**src/rtl/mem_arbiter_pkg.sv**
```systemverilog
// Shared definitions for the two-port memory arbiter: FSM state encoding,
// requester port identifiers and bus widths.
package mem_arb_pkg;

    localparam int unsigned ADDR_W = 6;
    localparam int unsigned DATA_W = 32;

    typedef enum logic [1:0] {
        IDLE   = 2'd0,
        ACCESS = 2'd1,
        RESP   = 2'd2
    } arb_state_t;

    localparam logic PORT_D = 1'b0;
    localparam logic PORT_I = 1'b1;

endpackage

```
**src/rtl/mem_arbiter_arb_pick.sv**
```systemverilog
// Winner selection between the dcache (port 0) and icache (port 1) requests.
// Optional macro ARB_ROUND_ROBIN_EN: on a tie, pick the port not granted last;
// without it a tie always goes to the dcache.
module arb_pick
    import mem_arb_pkg::*;
(
    input  logic REQ0,
    input  logic REQ1,
    input  logic LAST_GNT,
    output logic WINNER,
    output logic VALID
);

    // Combinational priority decision for the current request pair
    always_comb begin
        VALID  = REQ0 | REQ1;
        WINNER = PORT_D;
`ifdef ARB_ROUND_ROBIN_EN
        if (REQ0 & REQ1) begin
            WINNER = ~LAST_GNT;
        end else if (REQ1) begin
            WINNER = PORT_I;
        end
`else
        if (REQ1 & ~REQ0) begin
            WINNER = PORT_I;
        end
`endif
    end

`ifndef ARB_ROUND_ROBIN_EN
    logic unused_last_gnt;
    assign unused_last_gnt = LAST_GNT;
`endif

endmodule

```
**src/rtl/mem_arbiter.sv**
```systemverilog
// Two-port memory arbiter: serialises dcache (port 0) and icache (port 1)
// block accesses onto a single data memory with a busywait handshake.
// Optional macro ARB_ROUND_ROBIN_EN selects round-robin tie breaking.
module mem_arbiter
    import mem_arb_pkg::*;
(
    input  logic              CLK,
    input  logic              RESET,
    input  logic              P0_READ,
    input  logic              P0_WRITE,
    input  logic [ADDR_W-1:0] P0_ADDRESS,
    input  logic [DATA_W-1:0] P0_WRITEDATA,
    output logic [DATA_W-1:0] P0_READDATA,
    output logic              P0_BUSYWAIT,
    input  logic              P1_READ,
    input  logic              P1_WRITE,
    input  logic [ADDR_W-1:0] P1_ADDRESS,
    input  logic [DATA_W-1:0] P1_WRITEDATA,
    output logic [DATA_W-1:0] P1_READDATA,
    output logic              P1_BUSYWAIT,
    output logic              MEM_READ,
    output logic              MEM_WRITE,
    output logic [ADDR_W-1:0] MEM_ADDRESS,
    output logic [DATA_W-1:0] MEM_WRITEDATA,
    input  logic [DATA_W-1:0] MEM_READDATA,
    input  logic              MEM_BUSYWAIT
);

    arb_state_t        state;
    logic              gnt;
    logic              seen_busy;
    logic              req0;
    logic              req1;
    logic              gnt_req;
    logic              pick_winner;
    logic              pick_valid;
    logic              last_gnt;
    logic              sel_read;
    logic              sel_write;
    logic [ADDR_W-1:0] sel_addr;
    logic [DATA_W-1:0] sel_wdata;

    assign req0    = P0_READ | P0_WRITE;
    assign req1    = P1_READ | P1_WRITE;
    assign gnt_req = (gnt == PORT_I) ? req1 : req0;

    assign P0_BUSYWAIT = req0 & ~((state == RESP) && (gnt == PORT_D));
    assign P1_BUSYWAIT = req1 & ~((state == RESP) && (gnt == PORT_I));

    arb_pick u_pick (
        .REQ0     (req0),
        .REQ1     (req1),
        .LAST_GNT (last_gnt),
        .WINNER   (pick_winner),
        .VALID    (pick_valid)
    );

`ifdef ARB_ROUND_ROBIN_EN
    logic rr_last;

    // Remember the most recent grant; reset value makes port 0 win the first tie
    always_ff @(posedge CLK) begin
        if (RESET) begin
            rr_last <= PORT_I;
        end else if ((state == IDLE) && pick_valid) begin
            rr_last <= pick_winner;
        end
    end

    assign last_gnt = rr_last;
`else
    assign last_gnt = PORT_I;
`endif

    // Route the winning requester's operation, address and data to the grant logic
    always_comb begin
        sel_write = P0_WRITE;
        sel_read  = P0_READ & ~P0_WRITE;
        sel_addr  = P0_ADDRESS;
        sel_wdata = P0_WRITEDATA;
        if (pick_winner == PORT_I) begin
            sel_write = P1_WRITE;
            sel_read  = P1_READ & ~P1_WRITE;
            sel_addr  = P1_ADDRESS;
            sel_wdata = P1_WRITEDATA;
        end
    end

    // Arbitration FSM with registered memory-side outputs and read-data capture
    always_ff @(posedge CLK) begin
        if (RESET) begin
            state         <= IDLE;
            gnt           <= PORT_D;
            seen_busy     <= 1'b0;
            MEM_READ      <= 1'b0;
            MEM_WRITE     <= 1'b0;
            MEM_ADDRESS   <= '0;
            MEM_WRITEDATA <= '0;
            P0_READDATA   <= '0;
            P1_READDATA   <= '0;
        end else begin
            case (state)
                IDLE: begin
                    if (pick_valid) begin
                        gnt           <= pick_winner;
                        seen_busy     <= 1'b0;
                        MEM_READ      <= sel_read;
                        MEM_WRITE     <= sel_write;
                        MEM_ADDRESS   <= sel_addr;
                        MEM_WRITEDATA <= sel_wdata;
                        state         <= ACCESS;
                    end
                end
                ACCESS: begin
                    if (MEM_BUSYWAIT) begin
                        seen_busy <= 1'b1;
                    end
                    if (seen_busy && !MEM_BUSYWAIT) begin
                        MEM_READ  <= 1'b0;
                        MEM_WRITE <= 1'b0;
                        // A requester that withdrew mid-access gets no data update
                        if (MEM_READ && gnt_req) begin
                            if (gnt == PORT_I) begin
                                P1_READDATA <= MEM_READDATA;
                            end else begin
                                P0_READDATA <= MEM_READDATA;
                            end
                        end
                        state <= RESP;
                    end
                end
                RESP: begin
                    state <= IDLE;
                end
                default: begin
                    state <= IDLE;
                end
            endcase
        end
    end

endmodule

```
**config.mk**
```make
export PLATFORM = sky130hd
export DESIGN_NAME = mem_arbiter
export DESIGN_NICKNAME = d
export VERILOG_FILES = /design/src/rtl/mem_arbiter_pkg.sv /design/src/rtl/mem_arbiter_arb_pick.sv /design/src/rtl/mem_arbiter.sv
export SDC_FILE = /design/constraint.sdc
export NUM_CORES = 1
export LEC_CHECK = 0
export ABC_AREA = 1
export CORE_ASPECT_RATIO = 0.8
export CORE_UTILIZATION = 45
export DETAILED_ROUTE_END_ITERATION = 12
export PLACE_DENSITY = 0.95
export REMOVE_ABC_BUFFERS = 1
export SLEW_MARGIN = 20
export SYNTH_ARGS = -nofsm -noshare
export SYNTH_HDL_FRONTEND = slang
export SYNTH_HIERARCHICAL = 1
export SYNTH_SLANG_ARGS = --single-unit
```
**constraint.sdc**
```tcl
create_clock -name CLK -period 3.05 [get_ports CLK]
set_input_delay 0.4575 -clock CLK [delete_from_list [all_inputs] [get_ports CLK]]
set_output_delay 0.4575 -clock CLK [all_outputs]
set_load 0.01 [all_outputs]
```
==> metrics.txt <==
crit-path max FO 5; Worst EP required 2.59 ns; PortBufs 220; Worst EP arrival roughly 1.8 ns; Worst-Margin Slew 0.751 ns; total global-route track usage 0.248; vias in the first global route 4774; drt via density 4.57; vias 5064; IO Pins approximately 220; Final ANT Viol Nets 0; crit share post-route 0.754; Layout area overhead 52.5%; # Max-Cap Violations 0; estimated wirelength of the detail-placed design 10.2 mm; Final nets between 1000 and 1500; CTS root buffer clkbuf_16; Max H-tree Level 3; pre-CTS WS 0.645 ns; DRC viols 0; Mapped Cells roughly 760; RSZ-0062 raised after global routing false; clk slew on worst S/H paths 0.06 ns; status completed; Setup Buffers After CTS 0; Max Slew Vio Count 0; critical path class in -> out; crit-path cells clkdlybuf4s50_1, inv_1, nand2_2, o21ai_0, inv_1, clkdlybuf4s50_1; relative slew slack 0.498; Hold Crit Class reg -> reg; commonest non-fill, non-tap cell in the layout nand2_1; drt initial violations 287; final WL 13.8 mm; drt pass-1 iters 7; Warnings, synthesis 6; Hold-fix buffers, CTS 0; Max Freq 0.435 GHz; CP Launch Type input pin; reg2reg setup slack between 1 and 1.5 ns; die height about 95 um; routability congestion estimate 0.838; remaining global-route overflow 0; final hold violations 0; Mapped Avg Cell Area 6.45 um2; critical path's slowest cell clkdlybuf4s50_1; setup ws final 0.751 ns; CTS Buf Count 9; Max Clock Skew 0.00990 ns; drt wl/cell 12.5 um; maximum number of pins on one net before global-route repair between 60 and 70; Final min period approximately 2.3 ns; initial antenna violation count 0; layout cell share with drive strength beyond 1 0.0507; clock buffer depth 2; Cell Pwr Density 427 mW/mm2; Die ar. around 0.011 mm2; Clock Sinks 108; Resize count post-CTS 0; Worst VDD drop 0.333 mV; Worst-Skew Late Latency 0.34 ns; CP endpoint kind output port; Chip Width 119 um; CTS tree yes; Core ar. ~0.010 mm2; LEAKAGE 3.38 nW; Initial Util 0.471; mapped cell area 0.00490 mm2; crit-path max cell delay 0.52 ns; most frequent cells in the layout 225 x nand2_1, 220 x clkdlybuf4s50_1, 132 x nor2_1; # diodes 0; first-pass GRT wire length 22.2 mm; Final setup violation count 0; utilization after layout 0.718; floorplan row count 33
-- flip-flops by register name, indices dropped and copies added, names as in the netlist --
name	count
MEM_ADDRESS	6
MEM_READ	1
MEM_WRITE	1
MEM_WRITEDATA	32
P0_READDATA	32
P1_READDATA	32
gnt	1
seen_busy	1
state	2
-- power breakdown --
part	switching, mW	leakage [nW]	internal, mW	total, mW
logic	0.237	2.35	0.279	0.515
registers	0.0272	0.878	1.46	1.49
clock network	0.503	0.152	0.683	1.19
total	0.767	3.38	2.42	3.19
-- critical path: cells and delay by family --
| kind | cells | cell delay, ns |
|---|---|---|
| AO/OA/AOI/OAI | 1 | 0.10 |
| buffers and inverters | 4 | 1.14 |
| AND/OR/NAND/NOR | 1 | 0.14 |
-- routing by layer --
layer,part of all wire,wire length [um],track usage
met1,0.42,5790,0.277
met2,0.51,6990,0.455
met3,0.053,728,0.0652
met4,0.021,293,0.0970
met5,0,0,0
-- cell type report --
| cell class | count | area [um2] |
|---|---|---|
| clock buffer | 11 | 253 |
| clock inverter | 5 | 60.1 |
| fill | 840 | 2940 |
| inverter | 119 | 447 |
| multi-input combinational | 488 | 2050 |
| sequential | 108 | 2160 |
| tap | 140 | 175 |
| timing repair buffer | 236 | 2320 |
-- per-stage QoR --
stage | cells | power [mW] | setup TNS, ns | hold WS [ns] | instance area, um2
after floorplan | 715 | 1.71 | -12.71 | 0.447 | 4650
after CTS | 1107 | 3.22 | 0 | 0.465 | 7470
after detailed placement | 1091 | 2.03 | 0 | 0.455 | 7150
final | 1107 | 3.19 | 0 | 0.462 | 7470
after global routing | 1107 | 3.33 | 0 | 0.480 | 7470
after global placement | 1091 | 2.02 | 0 | 0.449 | 7150
-- worst paths after layout --
path / from / to / depth (start not counted)
min reg2reg: MEM_WRITEDATA[7] / MEM_WRITEDATA[7] / 2
min: MEM_WRITEDATA[7] / MEM_WRITEDATA[7] / 2
max reg2reg: gnt / P1_READDATA[21] / 5
max: P0_WRITE / P0_BUSYWAIT / 6
No activity file was read; power rests on OpenSTA's default activity.
